### src/rtl/xdrop_extend_ctrl_if.sv
// Beat stream from the seed-hit source plus the scoring Selector side-channel.
// master = beat producer / Selector, slave = extension controller.
interface xdrop_extend_ctrl_if;
  logic       in_valid;
  logic       in_ready;
  logic [1:0] q_base;
  logic [1:0] s_base;
  logic       in_gap;
  logic       in_last;
  logic [2:0] sel;
  logic [1:0] sel_result;

  modport master (
    output in_valid,
    output q_base,
    output s_base,
    output in_gap,
    output in_last,
    output sel_result,
    input  in_ready,
    input  sel
  );

  modport slave (
    input  in_valid,
    input  q_base,
    input  s_base,
    input  in_gap,
    input  in_last,
    input  sel_result,
    output in_ready,
    output sel
  );
endinterface

### src/rtl/xdrop_extend_ctrl.sv
// Ungapped X-drop seed extension sequencer: drives the Selector one-hot per beat,
// accumulates a saturating running score and tracks the best score and its length.
module xdrop_extend_ctrl #(
  parameter int unsigned SCORE_W = 12,
  parameter int unsigned LEN_W   = 10,
  parameter int unsigned XDROP   = 4
) (
  input  logic                      clk,
  input  logic                      rst_n,
  input  logic                      start,
  input  logic signed [SCORE_W-1:0] seed_score,
  xdrop_extend_ctrl_if.slave        beat_if,
  output logic                      busy,
  output logic                      done,
  output logic signed [SCORE_W-1:0] best_score,
  output logic [LEN_W-1:0]          best_len,
  output logic [1:0]                term_cause
);

  localparam int unsigned ExtW = SCORE_W + 1;
  localparam logic signed [ExtW-1:0] ScoreMax = {2'b00, {(SCORE_W-1){1'b1}}};
  localparam logic signed [ExtW-1:0] ScoreMin = {2'b11, {(SCORE_W-1){1'b0}}};
  localparam logic signed [ExtW-1:0] XdropExt = ExtW'(XDROP);

  localparam logic [1:0] CauseLast  = 2'b00;
  localparam logic [1:0] CauseXdrop = 2'b01;
  localparam logic [1:0] CauseLen   = 2'b10;

  typedef enum logic [1:0] {StIdle, StRun, StDone} state_e;

  state_e                     state_q, state_d;
  logic signed [SCORE_W-1:0]  score_q, score_d;
  logic signed [SCORE_W-1:0]  best_q, best_d;
  logic [LEN_W-1:0]           count_q, count_d;
  logic [LEN_W-1:0]           blen_q, blen_d;
  logic [1:0]                 cause_q, cause_d;
  logic                       ready_q, ready_d;
  logic                       busy_q, busy_d;
  logic                       done_q, done_d;

  logic                       fire;
  logic signed [ExtW-1:0]     sum_ext;
  logic signed [ExtW-1:0]     drop_ext;
  logic signed [SCORE_W-1:0]  nscore;
  logic signed [SCORE_W-1:0]  nbest;
  logic [LEN_W-1:0]           ncount;
  logic                       xdrop_hit;
  logic                       len_hit;

  assign fire = ready_q && beat_if.in_valid;

  // Selector one-hot; gap overrides the base comparison.
  always_comb begin
    beat_if.sel = 3'b000;
    if (fire) begin
      if (beat_if.in_gap) begin
        beat_if.sel = 3'b001;
      end else if (beat_if.q_base == beat_if.s_base) begin
        beat_if.sel = 3'b100;
      end else begin
        beat_if.sel = 3'b010;
      end
    end
  end

  // One extra bit of headroom so the saturation test sees the true sum.
  always_comb begin
    sum_ext = {score_q[SCORE_W-1], score_q}
            + {{(ExtW-2){beat_if.sel_result[1]}}, beat_if.sel_result};
    if (sum_ext > ScoreMax) begin
      nscore = ScoreMax[SCORE_W-1:0];
    end else if (sum_ext < ScoreMin) begin
      nscore = ScoreMin[SCORE_W-1:0];
    end else begin
      nscore = sum_ext[SCORE_W-1:0];
    end
  end

  always_comb begin
    ncount    = count_q + LEN_W'(1);
    nbest     = (nscore > best_q) ? nscore : best_q;
    drop_ext  = {nbest[SCORE_W-1], nbest} - {nscore[SCORE_W-1], nscore};
    xdrop_hit = (drop_ext >= XdropExt);
    len_hit   = &ncount;
  end

  always_comb begin
    state_d = state_q;
    score_d = score_q;
    best_d  = best_q;
    count_d = count_q;
    blen_d  = blen_q;
    cause_d = cause_q;
    ready_d = ready_q;
    busy_d  = busy_q;
    done_d  = 1'b0;
    unique case (state_q)
      StIdle: begin
        if (start) begin
          state_d = StRun;
          score_d = seed_score;
          best_d  = seed_score;
          count_d = '0;
          blen_d  = '0;
          ready_d = 1'b1;
          busy_d  = 1'b1;
        end
      end
      StRun: begin
        if (fire) begin
          score_d = nscore;
          count_d = ncount;
          // Strict compare keeps the earliest length on ties.
          if (nscore > best_q) begin
            best_d = nscore;
            blen_d = ncount;
          end
          if (xdrop_hit || beat_if.in_last || len_hit) begin
            if (xdrop_hit) begin
              cause_d = CauseXdrop;
            end else if (beat_if.in_last) begin
              cause_d = CauseLast;
            end else begin
              cause_d = CauseLen;
            end
            state_d = StDone;
            ready_d = 1'b0;
            done_d  = 1'b1;
          end
        end
      end
      StDone: begin
        state_d = StIdle;
        busy_d  = 1'b0;
      end
      default: begin
        state_d = StIdle;
        ready_d = 1'b0;
        busy_d  = 1'b0;
      end
    endcase
  end

  always_ff @(posedge clk) begin
    if (!rst_n) begin
      state_q <= StIdle;
      score_q <= '0;
      best_q  <= '0;
      count_q <= '0;
      blen_q  <= '0;
      cause_q <= CauseLast;
      ready_q <= 1'b0;
      busy_q  <= 1'b0;
      done_q  <= 1'b0;
    end else begin
      state_q <= state_d;
      score_q <= score_d;
      best_q  <= best_d;
      count_q <= count_d;
      blen_q  <= blen_d;
      cause_q <= cause_d;
      ready_q <= ready_d;
      busy_q  <= busy_d;
      done_q  <= done_d;
    end
  end

  assign beat_if.in_ready = ready_q;
  assign busy             = busy_q;
  assign done             = done_q;
  assign best_score       = best_q;
  assign best_len         = blen_q;
  assign term_cause       = cause_q;

  sel_onehot_a : assert property (@(posedge clk) disable iff (!rst_n)
    $onehot0(beat_if.sel));
  done_not_ready_a : assert property (@(posedge clk) disable iff (!rst_n)
    done |-> !beat_if.in_ready);

endmodule
### src/flat_wrapper.sv
// flat-port wrapper written by rule: the top's interface ports become plain ports
module xdrop_extend_ctrl_flat 
#(
  parameter int unsigned SCORE_W = 12,
  parameter int unsigned LEN_W   = 10,
  parameter int unsigned XDROP   = 4
)
  (clk, rst_n, start, seed_score, busy, done, best_score, best_len, term_cause, beat_if_in_valid, beat_if_q_base, beat_if_s_base, beat_if_in_gap, beat_if_in_last, beat_if_sel_result, beat_if_in_ready, beat_if_sel);
  xdrop_extend_ctrl_if beat_if_i ();
  input  logic clk;
  input  logic rst_n;
  input  logic start;
  input  logic signed [SCORE_W-1:0] seed_score;
  output logic busy;
  output logic done;
  output logic signed [SCORE_W-1:0] best_score;
  output logic [LEN_W-1:0] best_len;
  output logic [1:0] term_cause;
  input wire logic [$bits(beat_if_i.in_valid)-1:0] beat_if_in_valid;
  input wire logic [$bits(beat_if_i.q_base)-1:0] beat_if_q_base;
  input wire logic [$bits(beat_if_i.s_base)-1:0] beat_if_s_base;
  input wire logic [$bits(beat_if_i.in_gap)-1:0] beat_if_in_gap;
  input wire logic [$bits(beat_if_i.in_last)-1:0] beat_if_in_last;
  input wire logic [$bits(beat_if_i.sel_result)-1:0] beat_if_sel_result;
  output wire logic [$bits(beat_if_i.in_ready)-1:0] beat_if_in_ready;
  output wire logic [$bits(beat_if_i.sel)-1:0] beat_if_sel;
  assign beat_if_i.in_valid = beat_if_in_valid;
  assign beat_if_i.q_base = beat_if_q_base;
  assign beat_if_i.s_base = beat_if_s_base;
  assign beat_if_i.in_gap = beat_if_in_gap;
  assign beat_if_i.in_last = beat_if_in_last;
  assign beat_if_i.sel_result = beat_if_sel_result;
  assign beat_if_in_ready = beat_if_i.in_ready;
  assign beat_if_sel = beat_if_i.sel;
  xdrop_extend_ctrl #(.SCORE_W(SCORE_W), .LEN_W(LEN_W), .XDROP(XDROP)) u_core (.clk(clk), .rst_n(rst_n), .start(start), .seed_score(seed_score), .beat_if(beat_if_i), .busy(busy), .done(done), .best_score(best_score), .best_len(best_len), .term_cause(term_cause));
endmodule
### config.mk
export PLATFORM = sky130hd
export DESIGN_NAME = xdrop_extend_ctrl_flat
export DESIGN_NICKNAME = d
export VERILOG_FILES = /design/src/rtl/xdrop_extend_ctrl_if.sv /design/src/rtl/xdrop_extend_ctrl.sv /design/src/flat_wrapper.sv
export SDC_FILE = /design/constraint.sdc
export NUM_CORES = 1
export LEC_CHECK = 0
export ABC_AREA = 0
export BUFFER_PORTS_ARGS = -buffer_cell sky130_fd_sc_hd__buf_4
export CORE_MARGIN = 1.5
export CORE_UTILIZATION = 45
export CTS_BUF_LIST = sky130_fd_sc_hd__clkbuf_2
export DETAILED_ROUTE_END_ITERATION = 10
export PLACE_DENSITY = 0.79
export SLEW_MARGIN = 20
export SYNTH_ARGS = -nofsm -noshare
export SYNTH_HDL_FRONTEND = slang
export SYNTH_SLANG_ARGS = --single-unit
export TNS_END_PERCENT = 5
### constraint.sdc
create_clock -name clk -period 7.7 [get_ports clk]
set_clock_uncertainty 0.05 [all_clocks]
set_input_delay 1.54 -clock clk [delete_from_list [all_inputs] [get_ports clk]]
set_output_delay 1.54 -clock clk [all_outputs]
set_load 0.005 [all_outputs]
==> reports/qor.yml <==
status: "finished, final reports clean"
synthTopCellsByCount: "nand2_1 (52), dfxtp_1 (51), nor2_1 (46)"
synthFlopType: "dfxtp_1"
cp_common_cell: "ha_1"
clock_latency_ns: 0.44
path_class: "in -> reg"
syn_to_final_growth_pct: 15.8
p_leak_nw: 2.04
ir_drop_mv: 0.194
insertedDiodeCount: 0
required_ns: 8.02
drt_first_pass_iters: 5
wirelength_um: 11600
synth_nets: 587
io_buffers: 53
period_share_pct: 96.0
timing.fmax_mhz: 135
die-area_um2: 9660
fin_setup_tns_ns: 0
drtAntennaViolNets: 0
numCtsBuffers: 5
maxSlewViolCount: 0
synth-edff-count: 0
synth.most_common_cell: "nand2_1"
post_synth.cell_area_avg_um2: 7.81
clk_path_buf_depth: 2
slew_headroom_pct: 60.5
fillers: 781
root_buffer: "clkbuf_2"
multi_input_area_um2: 2820
min_path_type: "reg -> reg"
seqCellArea_um2: 1020
hold_ws_ns: 0.437
antenna_found_initial: 0
drc_errors: 0
cts.sinks: 51
finalHoldViolations: 0
ys_ff_latch: 51
grt_pass1_vias: 4012
fp.dieH_um: 98.3
core_um2: 8760
overflow: 0
yosysUniqueCellTypes: 67
power_density_nw_per_um2: 452
boundaryPins: 54
start_util_pct: 46.6
gp_congestion: 0.968
dp_hpwl_um: 9100
critical_path.max_stage_delay_ns: 0.56
cap_violations: 0
drt-wirelength-per-cell_um: 16.8
critPathMaxFanout: 12
grt_max_degree: 40
crit_path_end_kind: "flip-flop"
synthArstFlopShare_pct: 0
crit_arrival_ns: 7.71
worstMarginPinSlew_ns: 0.592
num_vias: 4133
synth_top_area_share_pct: 25.0
ys_top_cells_by_area: "dfxtp_1 (25%), ha_1 (12%), o21ai_0 (5.1%)"
start_kind: "input pin"
fp.dieW_um: 98.3
layout-drive-gt1-share_pct: 17.4
grtUsageTotal_pct: 24.0
cp_slowest_cell: "or4_4"
grt_pass1_wl_um: 19300
nets: 645
via_per_inst: 6.00
drtIter0Drc: 404
synthCells: 523
clkTransAtPathRegs_ns: 0.26
netlist_area_um2: 4090
rows: 34
cts_tree: "built"
yosysWarnings: 0
period_minus_slack_ns: 7.39
cts_htree_levels: 2
setup_viol: 0
synth_top_cell_by_area: "dfxtp_1"
yosysSeqAreaShare_pct: 25.0
## sequential cells by signal, indices dropped and copies added (netlist names)
signal and flops:
u_core.best_score 12, u_core.score_q 12, u_core.best_len 10, u_core.count_q 10, u_core.state_q 2, u_core.term_cause 2, u_core.beat_if.in_ready 1, u_core.busy 1
u_core.done 1
## metal layers
layer  vias to the layer above  routed length [um]  global-route usage, %
li1                       2013                   -                      -
met4                         0                 269                   7.04
met3                        21                 767                   2.00
met5                         -                   0                      0
met2                       162                5360                   39.9
met1                      1937                5180                   33.2
## report_power, final
group / switching (mW) / total (mW) / internal [mW]
Sequential: 0.0414 / 0.344 / 0.302
Combinational: 0.972 / 1.68 / 0.711
Clock: 0.0890 / 0.110 / 0.0211
Total: 1.10 / 2.14 / 1.03
## cells by family after synthesis
family / share of synthesized area [%]
simple gates: 20.6
compound gates: 30.5
buf+inv: 6.31
flops: 25.0
fa+ha+maj: 12.6
xor+xnor: 3.64
mux: 1.32
## placed cells by master (no fill, tap or decap), drive strengths merged, types with 7 or more instances in the layout
cell type	n
nand4	8
nand2	52
a22o	21
ha	38
dfxtp	51
buf	74
o31ai	8
nor2b	18
inv	43
a22oi	13
nor2	46
o21ai	46
nand3	7
xnor2	10
and2	7
xor2	7
a21o	7
a21oi	27
nor3	12
## timing repair
| action | CTS | global route |
|---|---|---|
| hold buffers | 0 | 0 |
| endpoints found under the hold margin | 0 | 0 |
| buffers inserted | 0 | 0 |
| gates resized for setup | 0 | 4 |
| setup endpoints to repair | 0 | 6 |
## worst paths after layout
| check | from | to | slack (ns) | depth (start not counted) |
|---|---|---|---|---|
| max | beat_if_sel_result[0] | u_core.beat_if.in_ready | 0.31 | 26 |
| min | u_core.best_len[2] | u_core.best_len[2] | 0.44 | 2 |
| max reg2reg | u_core.score_q[0] | u_core.beat_if.in_ready | 1.10 | 25 |
| min reg2reg | u_core.best_len[2] | u_core.best_len[2] | 0.44 | 2 |
## critical path, delay by kind of cell
family / cells / cell delay, ns
adders and majority gates: 4 / 1.06
buffers and inverters: 3 / 0.39
AOI/OAI and AO/OA: 14 / 3.67
and+or+nand+nor: 5 / 1.03
## through the flow
| stage | total power [mW] | util (%) | worst slack [ns] | instance area, um^2 | std cells |
|---|---|---|---|---|---|
| 2_1_floorplan | 1.53 | - | 0.0356 | 4090 | 523 |
| 3_3_place_gp | 1.94 | 53.4 | 0.0942 | 4680 | 682 |
| 3_5_place_dp | 1.98 | 53.4 | -0.134 | 4680 | 682 |
| 4_1_cts | 2.10 | 53.8 | 0.301 | 4720 | 689 |
| 5_1_grt | 2.31 | 54.0 | -0.0157 | 4730 | 689 |
| 6_report | 2.14 | 54.0 | 0.307 | 4730 | 689 |
## final cells by class
| cell class | count | area share [%] |
|---|---|---|
| timing repair buffer | 74 | 11.7 |
| tap | 108 | 2.86 |
| multi-input combinational | 407 | 59.7 |
| clock inverter | 2 | 0.264 |
| sequential | 51 | 21.6 |
| inverter | 42 | 3.33 |
| clock buffer | 5 | 0.529 |
Note: power is estimated with default switching activity, not from simulation.
